==> config.mk <==
export PLATFORM = sky130hd
export DESIGN_NAME = wb_port_arbiter
export DESIGN_NICKNAME = d
export VERILOG_FILES = /design/src/rtl/wb_port_arbiter.sv
export SDC_FILE = /design/constraint.sdc
export NUM_CORES = 1
export LEC_CHECK = 0
export BUFFER_PORTS_ARGS = -buffer_cell sky130_fd_sc_hd__buf_2
export CORE_UTILIZATION = 49
export DETAILED_ROUTE_END_ITERATION = 8
export PLACE_DENSITY = 0.84
export REMOVE_ABC_BUFFERS = 1
export SYNTH_ARGS = -nofsm -noshare
export SYNTH_HDL_FRONTEND = slang
export SYNTH_SLANG_ARGS = --single-unit
==> constraint.sdc <==
create_clock -name clk -period 2.01 [get_ports clk]
set_input_delay 0.3015 -clock clk [delete_from_list [all_inputs] [get_ports clk]]
set_output_delay 0.3015 -clock clk [all_outputs]
set_load 0.03 [all_outputs]
==> src/rtl/wb_port_arbiter.sv <==
// Register-file write-port arbiter: pipeline writeback vs. a long-latency result unit,
// with anti-starvation bubble request and an outstanding-destination scoreboard.
module wb_port_arbiter #(
    parameter int unsigned MAX_WAIT = 4
) (
    input  logic        clk,
    input  logic        rst,
    input  logic        RegWriteW,
    input  logic [4:0]  RD_W,
    input  logic [31:0] ResultW,
    input  logic        lu_valid,
    input  logic [4:0]  lu_rd,
    input  logic [31:0] lu_data,
    output logic        lu_ready,
    input  logic        lu_issue,
    input  logic [4:0]  lu_issue_rd,
    output logic        rf_we,
    output logic [4:0]  rf_rd,
    output logic [31:0] rf_wd,
    output logic        stall_req,
    output logic [31:0] busy,
    output logic        err
);

    localparam int unsigned CW = $clog2(MAX_WAIT + 1);
    localparam logic [CW-1:0] WAIT_MAX  = CW'(MAX_WAIT);
    localparam logic [CW-1:0] WAIT_LAST = CW'(MAX_WAIT - 1);

    logic [CW-1:0] r_wait_cnt;
    logic          r_stall_req;
    logic [31:0]   r_busy;
    logic          r_err;
    logic          r_rf_we;
    logic [4:0]    r_rf_rd;
    logic [31:0]   r_rf_wd;

    logic          w_pipe_req;
    logic          w_violation;
    logic          w_xfer;
    logic          w_lu_wr;
    logic          w_refused;
    logic          w_issue_set;
    logic          w_issue_conflict;
    logic          w_orphan;
    logic [31:0]   w_busy_nxt;
    logic [CW-1:0] w_wait_nxt;

    assign w_pipe_req  = RegWriteW && (RD_W != '0);
    assign w_violation = w_pipe_req && r_stall_req;
    // A contract violation during the bubble keeps the pipeline write and refuses the unit.
    assign lu_ready    = (!w_pipe_req || r_stall_req) && !w_violation;
    assign w_xfer      = lu_valid && lu_ready;
    assign w_lu_wr     = w_xfer && (lu_rd != '0);
    assign w_refused   = lu_valid && !lu_ready;
    assign w_issue_set = lu_issue && (lu_issue_rd != '0);

    // Re-issuing to a register whose result retires this same cycle is legal.
    assign w_issue_conflict = w_issue_set && r_busy[lu_issue_rd]
                              && !(w_lu_wr && (lu_rd == lu_issue_rd));
    assign w_orphan         = w_lu_wr && !r_busy[lu_rd];

    always_comb begin
        w_busy_nxt = r_busy;
        if (w_lu_wr)
            w_busy_nxt[lu_rd] = 1'b0;
        if (w_issue_set)
            w_busy_nxt[lu_issue_rd] = 1'b1;
        w_busy_nxt[0] = 1'b0;
    end

    always_comb begin
        w_wait_nxt = r_wait_cnt;
        if (!lu_valid || w_xfer)
            w_wait_nxt = '0;
        else if (r_wait_cnt != WAIT_MAX)
            w_wait_nxt = r_wait_cnt + CW'(1);
    end

    always_ff @(posedge clk or negedge rst) begin
        if (!rst) begin
            r_wait_cnt  <= '0;
            r_stall_req <= 1'b0;
            r_busy      <= '0;
            r_err       <= 1'b0;
            r_rf_we     <= 1'b0;
            r_rf_rd     <= '0;
            r_rf_wd     <= '0;
        end else begin
            r_wait_cnt  <= w_wait_nxt;
            r_stall_req <= w_refused && (r_wait_cnt == WAIT_LAST) && !r_stall_req;
            r_busy      <= w_busy_nxt;
            if (w_violation || w_issue_conflict || w_orphan)
                r_err <= 1'b1;
            r_rf_we <= w_pipe_req || w_lu_wr;
            if (w_pipe_req) begin
                r_rf_rd <= RD_W;
                r_rf_wd <= ResultW;
            end else if (w_lu_wr) begin
                r_rf_rd <= lu_rd;
                r_rf_wd <= lu_data;
            end
        end
    end

    assign stall_req = r_stall_req;
    assign busy      = r_busy;
    assign err       = r_err;
    assign rf_we     = r_rf_we;
    assign rf_rd     = r_rf_rd;
    assign rf_wd     = r_rf_wd;

endmodule

==> results of run 1 <==
worst reg2reg max path: stages, from the launching register on:
cell      delay (ps)
dfrtp_1          410
mux4_2           460
nor2b_1          140
or4_1            470
a211oi_1         220
o21ai_1          110
worst paths after layout:
path,start,to,slack [ps],cells after the start
worst max-delay path,busy[27],err,90,5
worst min-delay path,rst,rf_wd[31],-10,2
worst max register to register,busy[27],err,90,5
worst min register to register,stall_req,stall_req,500,1
max in group asynchronous,rst,busy[20],1710,2
min in group clk,RD_W[0],rf_rd[0],190,3
stage by stage:
stage | setup WS, ps | TNS, ps | instance area [sq um]
floorplan | -453.7 | -16680 | 3876
global placement | -22.64 | -22.64 | 4970
detailed placement | -56.35 | -428.9 | 4970
CTS | 94.67 | 0 | 5155
global route | 26.52 | 0 | 5155
finish | 90.75 | 0 | 5155
Yosys cell counts (2+ instances only):
cell type  count  area (sq um)
nor2_1        38         142.6
mux2_2        13         146.4
o41ai_2        2         32.53
nand2_1       90         337.8
mux4_2         6         135.1
buf_2         11         55.05
o2111ai_1      2         17.52
nor3b_1        8         60.06
a22oi_1        3         22.52
a31oi_1       33         206.5
ha_1           3         37.54
nand3_1       13         65.06
a21oi_1        3         15.01
nand4_1        3         18.77
o211ai_1       2         15.01
a22o_1        15         131.4
buf_6          5         56.30
clkbuf_1       9         33.78
and3_1         6         37.54
a221oi_1       3         26.28
nand3b_1       6         45.04
buf_1          3         11.26
mux2i_1       10         100.1
o21ai_1        3         15.01
dfrtp_1       74          1852
inv_1          7         26.28
or4_1          3         22.52
nand2b_1       4         25.02
xnor2_1        6         52.55
o21ai_0       33         165.2
nor2b_1        2         12.51
nor3_1         4         20.02
buf_4          3         22.52
sequential cells by signal, summed over array words and instances (netlist names):
name and count:
busy 31, err 1, r_wait_cnt 3, rf_rd 5, rf_wd 32, rf_we 1, stall_req 1
layout make-up:
| class | count | area, sq um |
|---|---|---|
| Clock buffer | 11 | 131.4 |
| Clock inverter | 4 | 53.80 |
| Fill cell | 659 | 2693 |
| Timing Repair Buffer | 177 | 965.9 |
| Inverter | 8 | 35.03 |
| Sequential cell | 74 | 1852 |
| Multi-Input combinational cell | 323 | 1989 |
| Tap cell | 102 | 127.6 |
per-layer routing:
metal | up-vias | GRT usage (%) | share of wire [%]
met2 | 152 | 46.32 | 50
met4 | 0 | 8.974 | 1.3
met3 | 17 | 3.415 | 4.9
met1 | 1983 | 38.78 | 44
met5 | - | 0 | 0
li1 | 1868 | - | -
power by group through the flow:
stage | Sequential [uW] | Clock, uW | Combinational, uW
3_5_place_dp | 1970 | 0 | 1540
2_1_floorplan | 2400 | 0 | 500
4_1_cts | 1940 | 1140 | 1550
5_1_grt | 1980 | 1210 | 1650
6_report | 1950 | 1130 | 1550
3_3_place_gp | 1950 | 0 | 1520
kinds of logic after synthesis:
| family | count (synthesis) |
|---|---|
| other | 1 |
| adders and majority gates | 3 |
| muxes | 29 |
| and+or+nand+nor | 180 |
| DFF | 74 |
| AOI/OAI and AO/OA | 104 |
| xor gates and xnor gates | 6 |
| buffers and inverters | 39 |
==> results_dict.tcl, run 1 <==
set metrics [dict create \
    num_vias 4020 \
    post-route-util_pct 65.69 \
    synthXorXnorAreaFrac_pct 1.296 \
    cts-root-to-sink-buffers 2 \
    hold_ws_ps -14.00 \
    ys.flop_type "dfrtp_1" \
    synth_compound_area_share_pct 17.12 \
    critPathLaunchType "register" \
    hold_viol 30 \
    areaGrowthSynthToFinish_pct 27.12 \
    drv_cap 0 \
    p_sw_uw 1765 \
    n_antenna_cell 0 \
    die_w_microns 92.97 \
    io_buffers 155 \
    ant_nets 0 \
    slowest_delay_ps 470 \
    dp_cells 684 \
    power.density_mw_per_mm2 897.7 \
    clock_sinks 74 \
    crit_buf_inv 0 \
    avgSynthCellArea_sq_um 9.301 \
    die_y_microns 92.97 \
    synthSimpleGateAreaFrac_pct 20.21 \
    status "finished, violations left" \
    htreeDepth 3 \
    synth_edf_count 0 \
    core_sq_mm 0.007848 \
    ctsRootBufferMaster "clkbuf_8" \
    seqPwrFrac_pct 42.2 \
    antenna_found_initial 0 \
    drv_slew 0 \
    clk_pin_slew_ps 80 \
    power_frac_comb_pct 33.5 \
    switching_share_pct 38.13 \
    route.detailed.drc 0 \
    drt_pass1_iterations 5 \
    final_nets 680 \
    critPathArrivalTime_ps 2140 \
    start_util_pct 51.67 \
    ioPinCount 157 \
    seq_area_frac_synth_pct 45.66 \
    yosys_warnings 0 \
    holdBufCountCts 0 \
    fin_cells 699 \
    drtIter0Drc 284 \
    grt_max_degree 75 \
    cp_top_family "simple AND/OR/NAND/NOR gates" \
    clk_latency_ps 340 \
    layout_common_cells "buf_2, nand2_1, dfrtp_1" \
    grt_pass1_wl_mm 19.00 \
    routedWlPerCell_microns 17.29 \
    clock_skew_ps 5.720 \
    synth_top_family_by_area "simple AND/OR/NAND/NOR gates" \
    grt-ovfl-total 0 \
    drt_wl_total_mm 12.09 \
    netlist_instances 436 \
    grt_pass1_vias 3791 \
    clock.fmax_mhz 521.0 \
    cellInternalPower_uw 2863 \
    post_cts_buffers 0 \
    fin_total_pwr_uw 4628 \
    avgViaCountPerCell 5.751 \
    synthMuxAreaShare_pct 9.411 \
    rows 32 \
    worstSetupPathType "register to register" \
    mappedNetlistArea_sq_mm 0.004055 \
    max_slew_margin_pct 49.25 \
    die_area_sq_mm 0.008643 \
    hold_path_class "input pin to async pin" \
    endpoint_kind "register" \
    cts_resized 0 \
    synth_cell_types 43 \
    layout_commonest_cell "buf_2" \
    dpl.hpwl_mm 8.849 \
    cts_tree "built" \
    drive_above_1_share_pct 35.85 \
    cts_buffers 9 \
    grt_use_total_pct 28.13 \
    ys_ff_latch 74 \
    clock_power_share_pct 24.4 \
    peakVddDrop_v 0.0005044 \
    globalplace.congestion 0.9202 \
    post-route-min-period_ps 1919 \
    tightest_slew_ps 759.7 \
    cp.required_ps 2230 \
    violations "negative hold slack" \
    yosys.area_share.adder_pct 0.9256 \
    slowest_stage "or4_1" \
    grt_setup_unrepaired "false" \
    p_leak_uw 0.002458 \
    setup_viol 0 \
    critPathMaxFanout 4 \
    ys_async_sr_fraction_pct 100.0 \
    cp_cell_sequence "mux4_2, nor2b_1, or4_1, a211oi_1, o21ai_1" \
    final.period_utilization_pct 95.49 \
]
(Power assumes the default switching activity.)
==> inputs of run 2 (changes only) <==
--- a/config.mk
+++ b/config.mk
@@ -7,6 +7,7 @@
 export LEC_CHECK = 0
 export BUFFER_PORTS_ARGS = -buffer_cell sky130_fd_sc_hd__buf_2
 export CORE_UTILIZATION = 49
+export CTS_BUF_LIST = sky130_fd_sc_hd__clkbuf_16
 export DETAILED_ROUTE_END_ITERATION = 8
 export PLACE_DENSITY = 0.84
 export REMOVE_ABC_BUFFERS = 1
==> run 2 against run 1 <==
Against the previous run: the flow now finishes without violations; first-iteration DRC count up 4.9%; sequential power about the same; clock skew decreased by 1.8 ps; global-route usage increased by 0.70 points; sequential share of layout area shrank 0.69 points; final area increased by 2.0%; maximum frequency is 0.57% higher; hold slack improved by 15 ps; combinational power barely moved; wire length is 1.1% higher.
==> results_dict.tcl, run 2 (same netlist as run 1, synthesis figures left out) <==
set metrics [dict create \
    status "complete, no violations" \
    clk_latency_ps 330 \
    grt-ovfl-total 0 \
    holdBufCountCts 0 \
    setup_viol 0 \
    drv_slew 0 \
    crit_cells 5 \
    max_slew_margin_pct 47.89 \
    tightest_slew_ps 780.0 \
    io_buffers 155 \
    ant_nets 0 \
    drtIter0Drc 298 \
    grt_max_degree 75 \
    cts-root-to-sink-buffers 2 \
    areaGrowthSynthToFinish_pct 29.62 \
    ioPinCount 157 \
    critPathArrivalTime_ps 2110 \
    num_vias 4073 \
    post_cts_buffers 0 \
    start_util_pct 51.67 \
    htreeDepth 3 \
    cts_tree "built" \
    largest_register_ffs 32 \
    critPathLaunchType "register" \
    power.density_mw_per_mm2 964.7 \
    dpl.hpwl_mm 8.849 \
    cp.required_ps 2220 \
    clk_pin_slew_ps 60 \
    die_area_sq_mm 0.008643 \
    crit_buf_inv 0 \
    rows 32 \
    grt_use_total_pct 28.83 \
    drv_cap 0 \
    clock_skew_ps 3.953 \
    post-route-cell-area_sq_mm 0.005256 \
    globalplace.congestion 0.9202 \
    n_fill_cell 642 \
    fin_total_pwr_uw 5071 \
    cp_cell_sequence "mux4_2, nor2b_1, or4_1, a211oi_1, o21ai_1" \
    antenna_found_initial 0 \
    endpoint_kind "register" \
    grt_setup_unrepaired "false" \
    final.period_utilization_pct 94.95 \
    reg2reg_depth 5 \
    slowest_stage "or4_1" \
    drive_above_1_share_pct 35.85 \
    ctsRootBufferMaster "clkbuf_16" \
    avgViaCountPerCell 5.827 \
    layout_common_cells "buf_2, nand2_1, dfrtp_1" \
    grt_pass1_vias 3809 \
    layout_commonest_cell "buf_2" \
    drt_wl_total_mm 12.21 \
    placed_cell_area_sq_mm 0.004970 \
    clock_sinks 74 \
    slowest_delay_ps 470 \
    p_leak_uw 0.002513 \
    core_sq_mm 0.007848 \
    hold_path_class "input pin to async pin" \
    routedWlPerCell_microns 17.47 \
    post-route-util_pct 66.98 \
    worstSetupPathType "register to register" \
    route.detailed.drc 0 \
    clock.fmax_mhz 524.0 \
    post-route-min-period_ps 1908 \
    hold_viol 0 \
    n_antenna_cell 0 \
    die_y_microns 92.97 \
    peakVddDrop_v 0.0004535 \
    critPathMaxFanout 4 \
    die_w_microns 92.97 \
    cts_buffers 9 \
    cts_resized 0 \
    cp_top_family "simple AND/OR/NAND/NOR gates" \
    final_nets 680 \
    drt_pass1_iterations 5 \
    fin_tns_setup_ps 0 \
    grt_pass1_wl_mm 19.29 \
]
run 2: cell count changes in the layout (fill, tap and decap cells not counted):
cell and change:
clkbuf_16 +9, clkbuf_1 -2, clkbuf_8 -9, inv_1 +2
run 2: layout make-up:
class | count | area [sq um] | share of cell area (%)
clock inverter | 6 | 61.31 | 1.166
timing repair buffer | 177 | 965.9 | 18.38
sequential | 74 | 1852 | 35.23
multi-input combinational | 323 | 1989 | 37.85
inverter | 8 | 35.03 | 0.6665
tap | 102 | 127.6 | 2.428
clock buffer | 9 | 225.2 | 4.285
run 2: metrics by stage:
| step | hold WS, ps | std cells | setup WS [ps] |
|---|---|---|---|
| 6_report | 0.5012 | 699 | 101.6 |
| 5_1_grt | 45.08 | 699 | 34.89 |
| 4_1_cts | 25.72 | 699 | 95.50 |
| 3_5_place_dp | 370.9 | 684 | -56.35 |
| 3_3_place_gp | 356.2 | 684 | -22.64 |
| 2_1_floorplan | 5.909 | 405 | -453.7 |
run 2: worst paths after layout:
check | slack [ps] | start | endpoint
min in group clk | 210 | RD_W[1] | rf_rd[1]
max | 100 | busy[26] | err
max reg2reg | 100 | busy[26] | err
max in group asynchronous | 1690 | rst | busy[20]
min reg2reg | 500 | stall_req | stall_req
min | 0.5 | rst | rf_wd[31]
run 2: power by group:
part	internal [uW]	leakage, uW	switching [uW]
registers	1730	0.000868	221
logic	568	0.00150	988
clock network	947	0.000140	618
total	3240	0.00251	1830
run 2: metal layers:
layer,part of all wire [%],up-vias,track usage [%],wire [microns]
li1,-,1866,-,-
met1,42,2012,39.31,5183
met2,50,170,46.81,6121
met3,5.4,25,3.496,665
met4,2.0,0,11.67,242
met5,0,-,0,0
==> inputs of run 3 (changes only) <==
==> config.mk (replaced) <==
export PLATFORM = sky130hd
export DESIGN_NAME = wb_port_arbiter
export DESIGN_NICKNAME = d
export VERILOG_FILES = /design/src/rtl/wb_port_arbiter.sv
export SDC_FILE = /design/constraint.sdc
export NUM_CORES = 1
export LEC_CHECK = 0
export CORE_UTILIZATION = 55
export CTS_BUF_LIST = sky130_fd_sc_hd__clkbuf_16
export DETAILED_ROUTE_END_ITERATION = 8
export DONT_BUFFER_PORTS = 1
export GPL_TIMING_DRIVEN = 0
export PLACE_DENSITY = 0.74
export REMOVE_ABC_BUFFERS = 1
export SYNTH_ARGS = -nofsm -noshare
export SYNTH_HDL_FRONTEND = slang
export SYNTH_SLANG_ARGS = --single-unit
export TNS_END_PERCENT = 5
==> run 3 against run 2 <==
Against the previous run: the flow now finishes with violations (negative hold slack); setup slack worse by 98 ps; highest routed layer unchanged; largest power group unchanged; maximum frequency shrank 4.9%; critical path depth unchanged.
==> results_dict.tcl, run 3 (same netlist as run 1, synthesis figures left out) <==
set metrics [dict create \
    num_vias 3420 \
    r2r_start "busy[27]" \
    setup_viol 0 \
    grt_pass1_wl_mm 17.02 \
    post-route-min-period_ps 2006 \
    grt_use_total_pct 29.09 \
    cts-root-to-sink-buffers 2 \
    drtIter0Drc 258 \
    dpl.hpwl_mm 7.056 \
    critPathMaxFanout 4 \
    clk_pin_slew_ps 60 \
    drv_cap 0 \
    grt_max_degree 81 \
    globalplace.congestion 0.9240 \
    largest_register_ffs 32 \
    critPathLaunchType "register" \
    ioPinCount 157 \
    areaGrowthSynthToFinish_pct 7.837 \
    power.density_mw_per_mm2 1096 \
    max_slew_margin_pct 46.03 \
    clock_skew_ps 2.479 \
    clk_latency_ps 320 \
    clock.fmax_mhz 498.5 \
    peakVddDrop_v 0.0005119 \
    critPathArrivalTime_ps 2210 \
    grt-ovfl-total 0 \
    cts_buffers 9 \
    rows 30 \
    worstSetupPathType "register to register" \
    fin_tns_setup_ps 0 \
    drive_above_1_share_pct 12.29 \
    cp.required_ps 2220 \
    final_nets 505 \
    endpoint_kind "register" \
    routedWlPerCell_microns 20.71 \
    status "finished, violations left" \
    antenna_found_initial 0 \
    grt_setup_unrepaired "true" \
    final.period_utilization_pct 99.81 \
    hold_ws_ps -337.2 \
    drt_wl_total_mm 10.75 \
    ctsRootBufferMaster "clkbuf_16" \
    avgViaCountPerCell 6.590 \
    crit_path_start "busy[27]" \
    violations "negative hold slack" \
    htreeDepth 3 \
    start_util_pct 58.40 \
    clock_sinks 74 \
    die_area_sq_mm 0.007720 \
    layout_commonest_cell "nand2_1" \
    cts_tree "built" \
    drt_pass1_iterations 6 \
    layout_common_cells "nand2_1, dfrtp_1, nor2_1" \
    ant_nets 0 \
    n_fill_cell 577 \
    p_leak_uw 0.001801 \
    tightest_slew_ps 803.3 \
    die_w_microns 87.87 \
    grt_pass1_vias 3461 \
    hold_viol 74 \
    n_antenna_cell 0 \
    io_buffers 0 \
    drv_slew 0 \
    core_sq_mm 0.006944 \
    hold_path_class "input pin to async pin" \
    route.detailed.drc 0 \
    post-route-util_pct 62.97 \
    die_y_microns 87.87 \
]
[run 3: cell count changes in the layout (fill, tap and decap cells not counted), moves of 2 or more]
| cell | change |
|---|---|
| buf_2 | -155 |
| dfrtp_2 | +7 |
| inv_1 | -2 |
| dfrtp_1 | -7 |
| buf_4 | -20 |
| clkinv_2 | +2 |
| buf_12 | -2 |
[run 3: path summary, 6_finish.rpt]
kind | end | slack [ps] | cells after the start
max | err | 4 | 5
min | rf_wd[8] | -340 | 0
max reg2reg | err | 4 | 5
min reg2reg | r_wait_cnt[1] | 580 | 2
max in group asynchronous | busy[30] | 2220 | 0
min in group clk | rf_rd[1] | 90 | 2
[run 3: cell type report]
type | count | area, sq um | share of cell area (%)
Clock buffer | 9 | 225.2 | 5.150
Clock inverter | 7 | 93.84 | 2.146
Inverter | 8 | 42.54 | 0.9728
Multi-Input combinational cell | 325 | 2031 | 46.44
Sequential cell | 74 | 1861 | 42.55
Tap cell | 96 | 120.1 | 2.747
[run 3: repair_timing]
action,4_1_cts,5_1_grt
gates resized for setup,12,2
pin swaps,1,0
hold endpoints to repair,74,74
setup endpoints to repair,41,24
gates cloned,2,0
buffers inserted,0,0
[run 3: metal layers]
| layer | GRT usage [%] | up-vias | share of wire (%) |
|---|---|---|---|
| met5 | 0 | - | 0 |
| met4 | 16.10 | 0 | 3.2 |
| met3 | 9.896 | 40 | 9.3 |
| met2 | 44.82 | 211 | 47 |
| met1 | 35.91 | 1644 | 40 |
| li1 | - | 1525 | - |
[run 3: critical path, cell delays in order, from the launching register on]
cell      delay, ps
dfrtp_2         490
mux4_2          470
nor2b_1         140
or4_4           490
a211oi_2        200
o21ai_1         100
[run 3: stage by stage]
stage                     area, sq um  total power (uW)  std cells  setup WS, ps  hold WS (ps)
final                            4373              4792        519         3.813        -337.2
after floorplan                  3876              2896        405        -453.7         5.909
after global placement           3996              3051        501        -895.4         7.308
after CTS                        4365              4808        519       0.08438        -343.6
after detailed placement         3996              3076        501        -985.0         6.927
after global routing             4373              4999        519        -49.58        -348.3
[run 3: power breakdown]
part | leakage (uW) | switching (uW) | internal (uW)
combinational | 0.000788 | 289 | 326
sequential | 0.000861 | 739 | 1730
clock | 0.000151 | 626 | 1080
total | 0.00180 | 1650 | 3140
